<file path="src/rtl/wb_split_pkg.sv">
// Shared types and constants for the Wishbone 1:N macro splitter.
//   state_t    : transaction FSM states
//   err_code_t : error status codes, also the encoding of err_status_o
//   ERR_DATA_DEFAULT : read data returned upstream on any error
package wb_split_pkg;

    typedef enum logic [1:0] {
        ST_IDLE,
        ST_FWD,
        ST_RESP,
        ST_ERR
    } state_t;

    typedef enum logic [1:0] {
        ERR_NONE     = 2'd0,
        ERR_DECODE   = 2'd1,
        ERR_INACTIVE = 2'd2,
        ERR_TIMEOUT  = 2'd3
    } err_code_t;

    localparam logic [31:0] ERR_DATA_DEFAULT = 32'hBADC_0FFE;

endpackage

</file>
<file path="src/rtl/wb_split_decode.sv">
// Combinational address decoder for the Wishbone splitter.
//   adr      : upstream address
//   active   : per-slot enable bits
//   slot     : decoded slot index
//   hit      : address maps to an existing, active slot
//   err_code : ERR_DECODE (window/slot range), ERR_INACTIVE, or ERR_NONE
module wb_split_decode
    import wb_split_pkg::*;
#(
    parameter int unsigned N_SLV     = 4,
    parameter logic [31:0] BASE_ADDR = 32'h3000_0000,
    parameter int unsigned WIN_BITS  = 20,
    parameter int unsigned SLOT_LSB  = 16,
    parameter int unsigned SLOT_W    = $clog2(N_SLV)
) (
    input  logic [31:0]       adr,
    input  logic [N_SLV-1:0]  active,
    output logic [SLOT_W-1:0] slot,
    output logic              hit,
    output err_code_t         err_code
);

    localparam int unsigned FIELD_W = WIN_BITS - SLOT_LSB;

    // The whole slot field inside the window is range-checked, so an
    // address above the last populated slot is a decode error rather
    // than aliasing back onto a low slot.
    logic [FIELD_W-1:0] field;
    logic               win_ok;
    logic               range_ok;

    always_comb begin
        field    = adr[WIN_BITS-1:SLOT_LSB];
        win_ok   = (adr[31:WIN_BITS] == BASE_ADDR[31:WIN_BITS]);
        range_ok = ({{(32-FIELD_W){1'b0}}, field} < N_SLV);
        slot     = field[SLOT_W-1:0];
        hit      = 1'b0;
        err_code = ERR_NONE;
        if (!win_ok || !range_ok) begin
            err_code = ERR_DECODE;
        end else if (!active[slot]) begin
            err_code = ERR_INACTIVE;
        end else begin
            hit = 1'b1;
        end
    end

    logic unused_adr_bits;
    assign unused_adr_bits = ^adr[SLOT_LSB-1:0];

endmodule

</file>
<file path="src/rtl/wb_macro_splitter.sv">
// Wishbone 1:N splitter between the user-project slave port and N macros.
// One transaction at a time is forwarded to the decoded slot; exactly one
// upstream ack is returned per accepted transaction (or none if the
// master abandons the cycle). Errors answer with ERR_DATA and pulse
// err_irq_o; err_status_o holds the most recent error code.
//   wb_clk_i, wb_rst_ni        : clock, async active-low reset
//   wbs_*                      : upstream Wishbone slave port
//   active_i                   : per-slot enable, sampled at accept
//   s_cyc_o/s_stb_o            : one-hot downstream cycle/strobe
//   s_we_o/s_sel_o/s_adr_o/s_dat_o : shared downstream request fields
//   s_ack_i/s_dat_i            : per-slot ack and read data (slot k at [32k +: 32])
//   err_irq_o, err_status_o    : error pulse and sticky last error code
module wb_macro_splitter
    import wb_split_pkg::*;
#(
    parameter int unsigned N_SLV     = 4,
    parameter logic [31:0] BASE_ADDR = 32'h3000_0000,
    parameter int unsigned WIN_BITS  = 20,
    parameter int unsigned SLOT_LSB  = 16,
    parameter int unsigned TIMEOUT   = 255,
    parameter logic [31:0] ERR_DATA  = ERR_DATA_DEFAULT
) (
    input  logic                wb_clk_i,
    input  logic                wb_rst_ni,
    input  logic                wbs_cyc_i,
    input  logic                wbs_stb_i,
    input  logic                wbs_we_i,
    input  logic [3:0]          wbs_sel_i,
    input  logic [31:0]         wbs_adr_i,
    input  logic [31:0]         wbs_dat_i,
    output logic                wbs_ack_o,
    output logic [31:0]         wbs_dat_o,
    input  logic [N_SLV-1:0]    active_i,
    output logic [N_SLV-1:0]    s_cyc_o,
    output logic [N_SLV-1:0]    s_stb_o,
    output logic                s_we_o,
    output logic [3:0]          s_sel_o,
    output logic [31:0]         s_adr_o,
    output logic [31:0]         s_dat_o,
    input  logic [N_SLV-1:0]    s_ack_i,
    input  logic [32*N_SLV-1:0] s_dat_i,
    output logic                err_irq_o,
    output logic [1:0]          err_status_o
);

    localparam int unsigned SLOT_W = $clog2(N_SLV);

    state_t      state_q, state_d;
    logic [7:0]  cnt_q, cnt_d, cnt_inc;
    logic [SLOT_W-1:0] slot_q, dec_slot;
    logic        dec_hit;
    err_code_t   dec_err, err_code_d;
    logic        latch, capture, err_set;
    logic        ack_prev_q;
    logic [31:0] adr_q, dat_q, rdat_q;
    logic [3:0]  sel_q;
    logic        we_q;
    err_code_t   err_status_q;
    logic [N_SLV-1:0] onehot;

    wb_split_decode #(
        .N_SLV    (N_SLV),
        .BASE_ADDR(BASE_ADDR),
        .WIN_BITS (WIN_BITS),
        .SLOT_LSB (SLOT_LSB),
        .SLOT_W   (SLOT_W)
    ) u_decode (
        .adr     (wbs_adr_i),
        .active  (active_i),
        .slot    (dec_slot),
        .hit     (dec_hit),
        .err_code(dec_err)
    );

    always_comb begin
        state_d    = state_q;
        cnt_d      = cnt_q;
        cnt_inc    = cnt_q + 8'd1;
        err_code_d = ERR_NONE;
        latch      = 1'b0;
        capture    = 1'b0;
        err_set    = 1'b0;
        case (state_q)
            ST_IDLE: begin
                // ack_prev_q blocks re-accepting a strobe still held from the last ack.
                if (wbs_cyc_i && wbs_stb_i && !ack_prev_q) begin
                    latch = 1'b1;
                    cnt_d = '0;
                    if (dec_hit) begin
                        state_d = ST_FWD;
                    end else begin
                        state_d    = ST_ERR;
                        err_set    = 1'b1;
                        err_code_d = dec_err;
                    end
                end
            end
            ST_FWD: begin
                if (!wbs_cyc_i) begin
                    state_d = ST_IDLE;
                end else if (s_ack_i[slot_q]) begin
                    capture = 1'b1;
                    state_d = ST_RESP;
                end else if (cnt_inc == 8'(TIMEOUT)) begin
                    state_d    = ST_ERR;
                    err_set    = 1'b1;
                    err_code_d = ERR_TIMEOUT;
                end else begin
                    cnt_d = cnt_inc;
                end
            end
            ST_RESP: state_d = ST_IDLE;
            ST_ERR:  state_d = ST_IDLE;
            default: state_d = ST_IDLE;
        endcase
    end

    always_ff @(posedge wb_clk_i or negedge wb_rst_ni) begin
        if (!wb_rst_ni) begin
            state_q      <= ST_IDLE;
            cnt_q        <= '0;
            slot_q       <= '0;
            adr_q        <= '0;
            dat_q        <= '0;
            sel_q        <= '0;
            we_q         <= 1'b0;
            rdat_q       <= '0;
            err_status_q <= ERR_NONE;
            ack_prev_q   <= 1'b0;
        end else begin
            state_q    <= state_d;
            cnt_q      <= cnt_d;
            ack_prev_q <= wbs_ack_o;
            if (latch) begin
                slot_q <= dec_slot;
                adr_q  <= wbs_adr_i;
                dat_q  <= wbs_dat_i;
                sel_q  <= wbs_sel_i;
                we_q   <= wbs_we_i;
            end
            if (capture) begin
                rdat_q <= s_dat_i[{slot_q, 5'b0} +: 32];
            end
            if (err_set) begin
                err_status_q <= err_code_d;
            end
        end
    end

    // Outputs decode straight from registered state so reset clears them at once.
    always_comb begin
        onehot = '0;
        if (state_q == ST_FWD) begin
            onehot[slot_q] = 1'b1;
        end
    end

    assign s_cyc_o      = onehot;
    assign s_stb_o      = onehot;
    assign s_we_o       = we_q;
    assign s_sel_o      = sel_q;
    assign s_adr_o      = adr_q;
    assign s_dat_o      = dat_q;
    assign wbs_ack_o    = (state_q == ST_RESP) || (state_q == ST_ERR);
    assign wbs_dat_o    = (state_q == ST_RESP) ? rdat_q :
                          (state_q == ST_ERR)  ? ERR_DATA : '0;
    assign err_irq_o    = (state_q == ST_ERR);
    assign err_status_o = err_status_q;

endmodule

</file>
<file path="config.mk">
export PLATFORM = sky130hd
export DESIGN_NAME = wb_macro_splitter
export DESIGN_NICKNAME = d
export VERILOG_FILES = /design/src/rtl/wb_split_pkg.sv /design/src/rtl/wb_split_decode.sv /design/src/rtl/wb_macro_splitter.sv
export SDC_FILE = /design/constraint.sdc
export NUM_CORES = 1
export LEC_CHECK = 0
export ABC_CLOCK_PERIOD_IN_PS = 2500
export BUFFER_PORTS_ARGS = -buffer_cell sky130_fd_sc_hd__buf_2
export CORE_AREA = 2 2 126 128
export CTS_BUF_LIST = sky130_fd_sc_hd__clkbuf_4 sky130_fd_sc_hd__clkbuf_8 sky130_fd_sc_hd__clkbuf_16
export CTS_CLUSTER_DIAMETER = 120
export DETAILED_ROUTE_END_ITERATION = 7
export DIE_AREA = 0 0 128 130
export PLACE_DENSITY = 0.68
export SETUP_SLACK_MARGIN = 0.2
export SLEW_MARGIN = 20
export SYNTH_ARGS = -nofsm -noshare
export SYNTH_HDL_FRONTEND = slang
export SYNTH_SLANG_ARGS = --single-unit
</file>
<file path="constraint.sdc">
create_clock -name wb_clk_i -period 2.5 [get_ports wb_clk_i]
set_clock_uncertainty 0.05 [all_clocks]
set_input_delay 0.125 -clock wb_clk_i [delete_from_list [all_inputs] [get_ports wb_clk_i]]
set_output_delay 0.125 -clock wb_clk_i [all_outputs]
set_load 0.01 [all_outputs]
</file>
==> results.rst <==
.. list-table::
   :header-rows: 1

   * - Metric
     - Value
   * - Run status
     - completed
   * - Cell seen most often among critical-path stages
     - nor2_1
   * - Count of final setup violators
     - 0
   * - Synth Area in Adders
     - 0.4393%
   * - Number of warnings issued by yosys
     - 0
   * - Setup repair after global routing missed its margin
     - yes
   * - Reg2reg path depth
     - 7
   * - Layout Area Growth over Synthesis
     - 56.05%
   * - Pin count of the biggest net entering global routing
     - 49
   * - Synth Area in Compound Gates
     - 5.096%
   * - Leakage dissipation
     - 0.004721 uW
   * - Startpoint of the lowest-slack hold path
     - wbs_stb_i
   * - Power per standard cell area
     - 900.0 mW/mm2
   * - Fraction of registers with async set or reset after synthesis
     - 100.0%
   * - Final instance area
     - 0.008890 mm2
   * - Via count of the first global-routing pass
     - 5622
   * - Terminating pin of the worst hold path
     - state_q[1]
   * - DR DRC count
     - 0
   * - Simple-gate share of the synthesized area
     - 20.25%
   * - Via Count
     - 5540
   * - Clock edge transition at the registers on the reported setup and hold paths
     - 0.05 ns
   * - Seq/Total Area, Yosys
     - 50.08%
   * - Worst-case register-to-register setup slack
     - 0.33 ns
   * - Post-detailed-routing wire length
     - 19510 um
   * - Wire length of the first global-routing pass
     - 28810 um
   * - Synthesized net count
     - 751
   * - Initial core utilization
     - 36.93%
   * - Worst Hold Depth
     - 5
   * - Category of the worst setup path capture point
     - register
   * - Synthesized area per cell
     - 10.55 um2
   * - Clock period minus final worst setup slack
     - 2.172 ns
   * - Maximum root-to-sink buffer count
     - 2
   * - Port Buffer Count
     - 321
   * - Die Y-Extent
     - 130 um
   * - Critical path data required time
     - 2.74 ns
   * - Final TNS setup
     - 0 ns
   * - Placement row count
     - 46
   * - Maximum fanout count along the critical path
     - 7
   * - R2r startpoint
     - cnt_q[0]
   * - Count of cell types in the netlist
     - 40
   * - Average wire per cell in the routed design
     - 17.28 um
   * - Area inside the core boundary
     - 0.01542 mm2
   * - Iteration count of the initial detailed-routing pass
     - 4
   * - Area of the die
     - 0.01664 mm2
   * - Antenna cell count
     - 0
   * - Startpoint Class
     - register
   * - Fraction of synthesized cell area in xor and xnor cells
     - 0.5930%
   * - Largest family of logic cells by synthesized area
     - simple AND/OR/NAND/NOR gates
   * - Worst hold-check path type
     - in -> reg
   * - Max-cap viol count
     - 0
   * - Fmax
     - 0.4604 GHz
   * - Number of antenna violations at the first check in global routing
     - 2
   * - Die width
     - 128 um
   * - Syn Inst Count
     - 540
   * - Hold Fails Final Rpt
     - 0
   * - Post-detailed-placement half-perimeter wirelength
     - 13480 um
   * - Number of H-tree branching levels
     - 4
   * - Final weighted congestion of routability-driven global placement
     - 0.7921
   * - Final #Nets
     - 1135
   * - Post-DR vias/cell
     - 4.907
   * - Count of state elements after synthesis
     - 114
   * - Data arrival time of the critical path
     - 2.41 ns
   * - Antenna violation net count after detailed routing
     - 0
   * - Top-level I/O count
     - 322
   * - Final period util
     - 86.87%
   * - Placed insts
     - 1024
   * - Number of buffer and inverter stages on the critical path
     - 0
   * - Total gr overflow
     - 0
   * - Proportion of layout cells with a drive suffix above 1
     - 47.81%
   * - Top delay family on crit path
     - compound AO/OA/AOI/OAI gates
   * - Worst vdd ir
     - 0.5085 mV
   * - Max-Slew Margin vs Limit
     - 54.03%
   * - Clock sinks
     - 114
   * - Global-route usage over all layers
     - 22.85%
   * - Max-slew violation count
     - 0
   * - CTS Root Buffer Type
     - clkbuf_16
   * - Post-route total power
     - 8001 uW
   * - Post-placement cell area
     - 0.007505 mm2
   * - CTS tree
     - done
   * - Top FF cell, synth
     - dfrtp_1
   * - Sequence of cells on the critical path
     - ha_2 -> nor2_1 -> a32oi_1 -> o211ai_1 -> a31oi_4 -> nor2_1 -> a221o_1
   * - Final cell count without fillers
     - 1129
   * - R2R Path End
     - cnt_q[3]
   * - Slowest cell delay on critical path
     - 0.44 ns
   * - Clock buffer count from CTS
     - 17
   * - Initial detailed-routing violation count
     - 257
   * - Summed instance area of the synthesized netlist
     - 0.005697 mm2
   * - Transition time of the tightest slew-check pin
     - 0.6895 ns
   * - Multiplexer area fraction after synthesis
     - 20.14%
   * - Classification of the worst setup path
     - reg -> reg
   * - Clock latency of the later-clocked register in the worst-skew pair
     - 0.41 ns
   * - Number of synthesized flops with an enable pin
     - 0
   * - Standard cell with the maximum stage delay on the critical path
     - dfrtp_1
   * - Post-layout utilization of the core
     - 57.63%
report_power, final:
group	switching (uW)	internal (uW)	total, uW	leakage (uW)
clock network	830	1720	2550	0.000309
registers	366	2500	2870	0.00142
logic	1280	1300	2580	0.00299
total	2480	5520	8000	0.00472
cell usage after synthesis, types with 5 or more instances:
master | count | area (um2)
o21a_1 | 21 | 157.7
dfrtp_1 | 114 | 2853
and2_1 | 14 | 87.58
nor2_1 | 10 | 37.54
nor2b_1 | 5 | 31.28
mux2_2 | 33 | 371.6
nand2_1 | 219 | 822.0
o21ai_0 | 7 | 35.03
buf_2 | 8 | 40.04
clkbuf_1 | 26 | 97.59
mux4_2 | 34 | 765.7
kinds of logic after synthesis:
kind of cell / count (synthesis)
buffers and inverters: 43
and+or+nand+nor: 270
muxes: 68
adders and majority gates: 2
xor gates and xnor gates: 3
AOI/OAI and AO/OA: 40
DFF: 114
state kept, by name (all words and copies together), names as in the netlist:
name	count
s_sel_o	4
s_we_o	1
slot_q	1
state_q	2
cnt_q	8
rdat_q	32
ack_prev_q	1
s_adr_o	31
s_dat_o	32
err_status_o	2
final cells by class:
class	count	area [um2]
fill	1287	6535
sequential	114	2854
multi-input combinational	384	2690
timing repair buffer	405	2465
clock buffer	24	509.2
tap	192	240.2
clock inverter	8	123.9
inverter	2	7.507
layer usage:
layer	up-vias	wire length, um	track usage [%]
met2	258	9939	40.17
met5	-	30	0
met1	2641	7446	25.61
met3	38	1569	7.175
met4	4	525	10.28
li1	2599	-	-
metrics by stage:
| step | hold slack (ns) | worst slack, ns |
|---|---|---|
| 2_1_floorplan | -0.2206 | 0.4416 |
| 3_3_place_gp | 0.1416 | 0.1394 |
| 3_5_place_dp | 0.1521 | 0.09454 |
| 4_1_cts | 0.09658 | 0.2093 |
| 5_1_grt | 0.1104 | 0.1935 |
| 6_report | 0.1124 | 0.3281 |
worst register-to-register path: cells and delay by family (launching register included):
kind                     cells  cell delay (ns)
adder cells (fa/ha/maj)      1             0.26
flip-flops                   1             0.44
AND/OR/NAND/NOR              2             0.20
AO/OA/AOI/OAI                4             1.11
timing repair:
| item | CTS | global route |
|---|---|---|
| resized for setup | 2 | 4 |
| gates cloned | 0 | 1 |
| hold buffers | 70 | 0 |
| setup endpoints to repair | 4 | 12 |
| setup buffers | 0 | 2 |
| endpoints found under the hold margin | 115 | 0 |
| pin swaps | 0 | 1 |
worst max-delay path by stage:
stage / startpoint / end / slack [ns] / cells past startpoint
floorplan: cnt_q[0] / cnt_q[5] / 0.44 / 8
global placement: cnt_q[0] / cnt_q[3] / 0.14 / 7
detailed placement: cnt_q[0] / cnt_q[3] / 0.09 / 7
CTS: state_q[1] / wbs_dat_o[16] / 0.21 / 5
global route: cnt_q[0] / cnt_q[3] / 0.19 / 7
finish: cnt_q[0] / cnt_q[3] / 0.33 / 7
cell usage in the layout, fill, tap and decap left out, types with 2 or more instances in the layout:
cell type	netlist	routed
a21oi_1	3	3
a221o_1	2	2
and2_1	14	13
and3_1	2	2
and4b_1	2	2
buf_12	0	4
buf_2	8	320
buf_4	4	11
bufinv_16	0	3
clkbuf_16	0	17
clkbuf_4	0	2
clkbuf_8	0	5
clkinv_2	0	2
clkinvlp_4	0	2
dfrtp_1	114	113
dlygate4sd3_1	0	70
inv_1	2	2
mux2_2	33	33
mux4_2	34	34
nand2_1	219	218
nand3_1	4	4
nand4_1	2	2
nor2_1	10	10
nor2b_1	5	4
nor4b_1	3	2
nor4bb_1	2	2
o211ai_1	2	2
o21a_1	21	21
o21ai_0	7	6
xor2_1	2	2
Note: power is estimated with default switching activity, not from simulation.
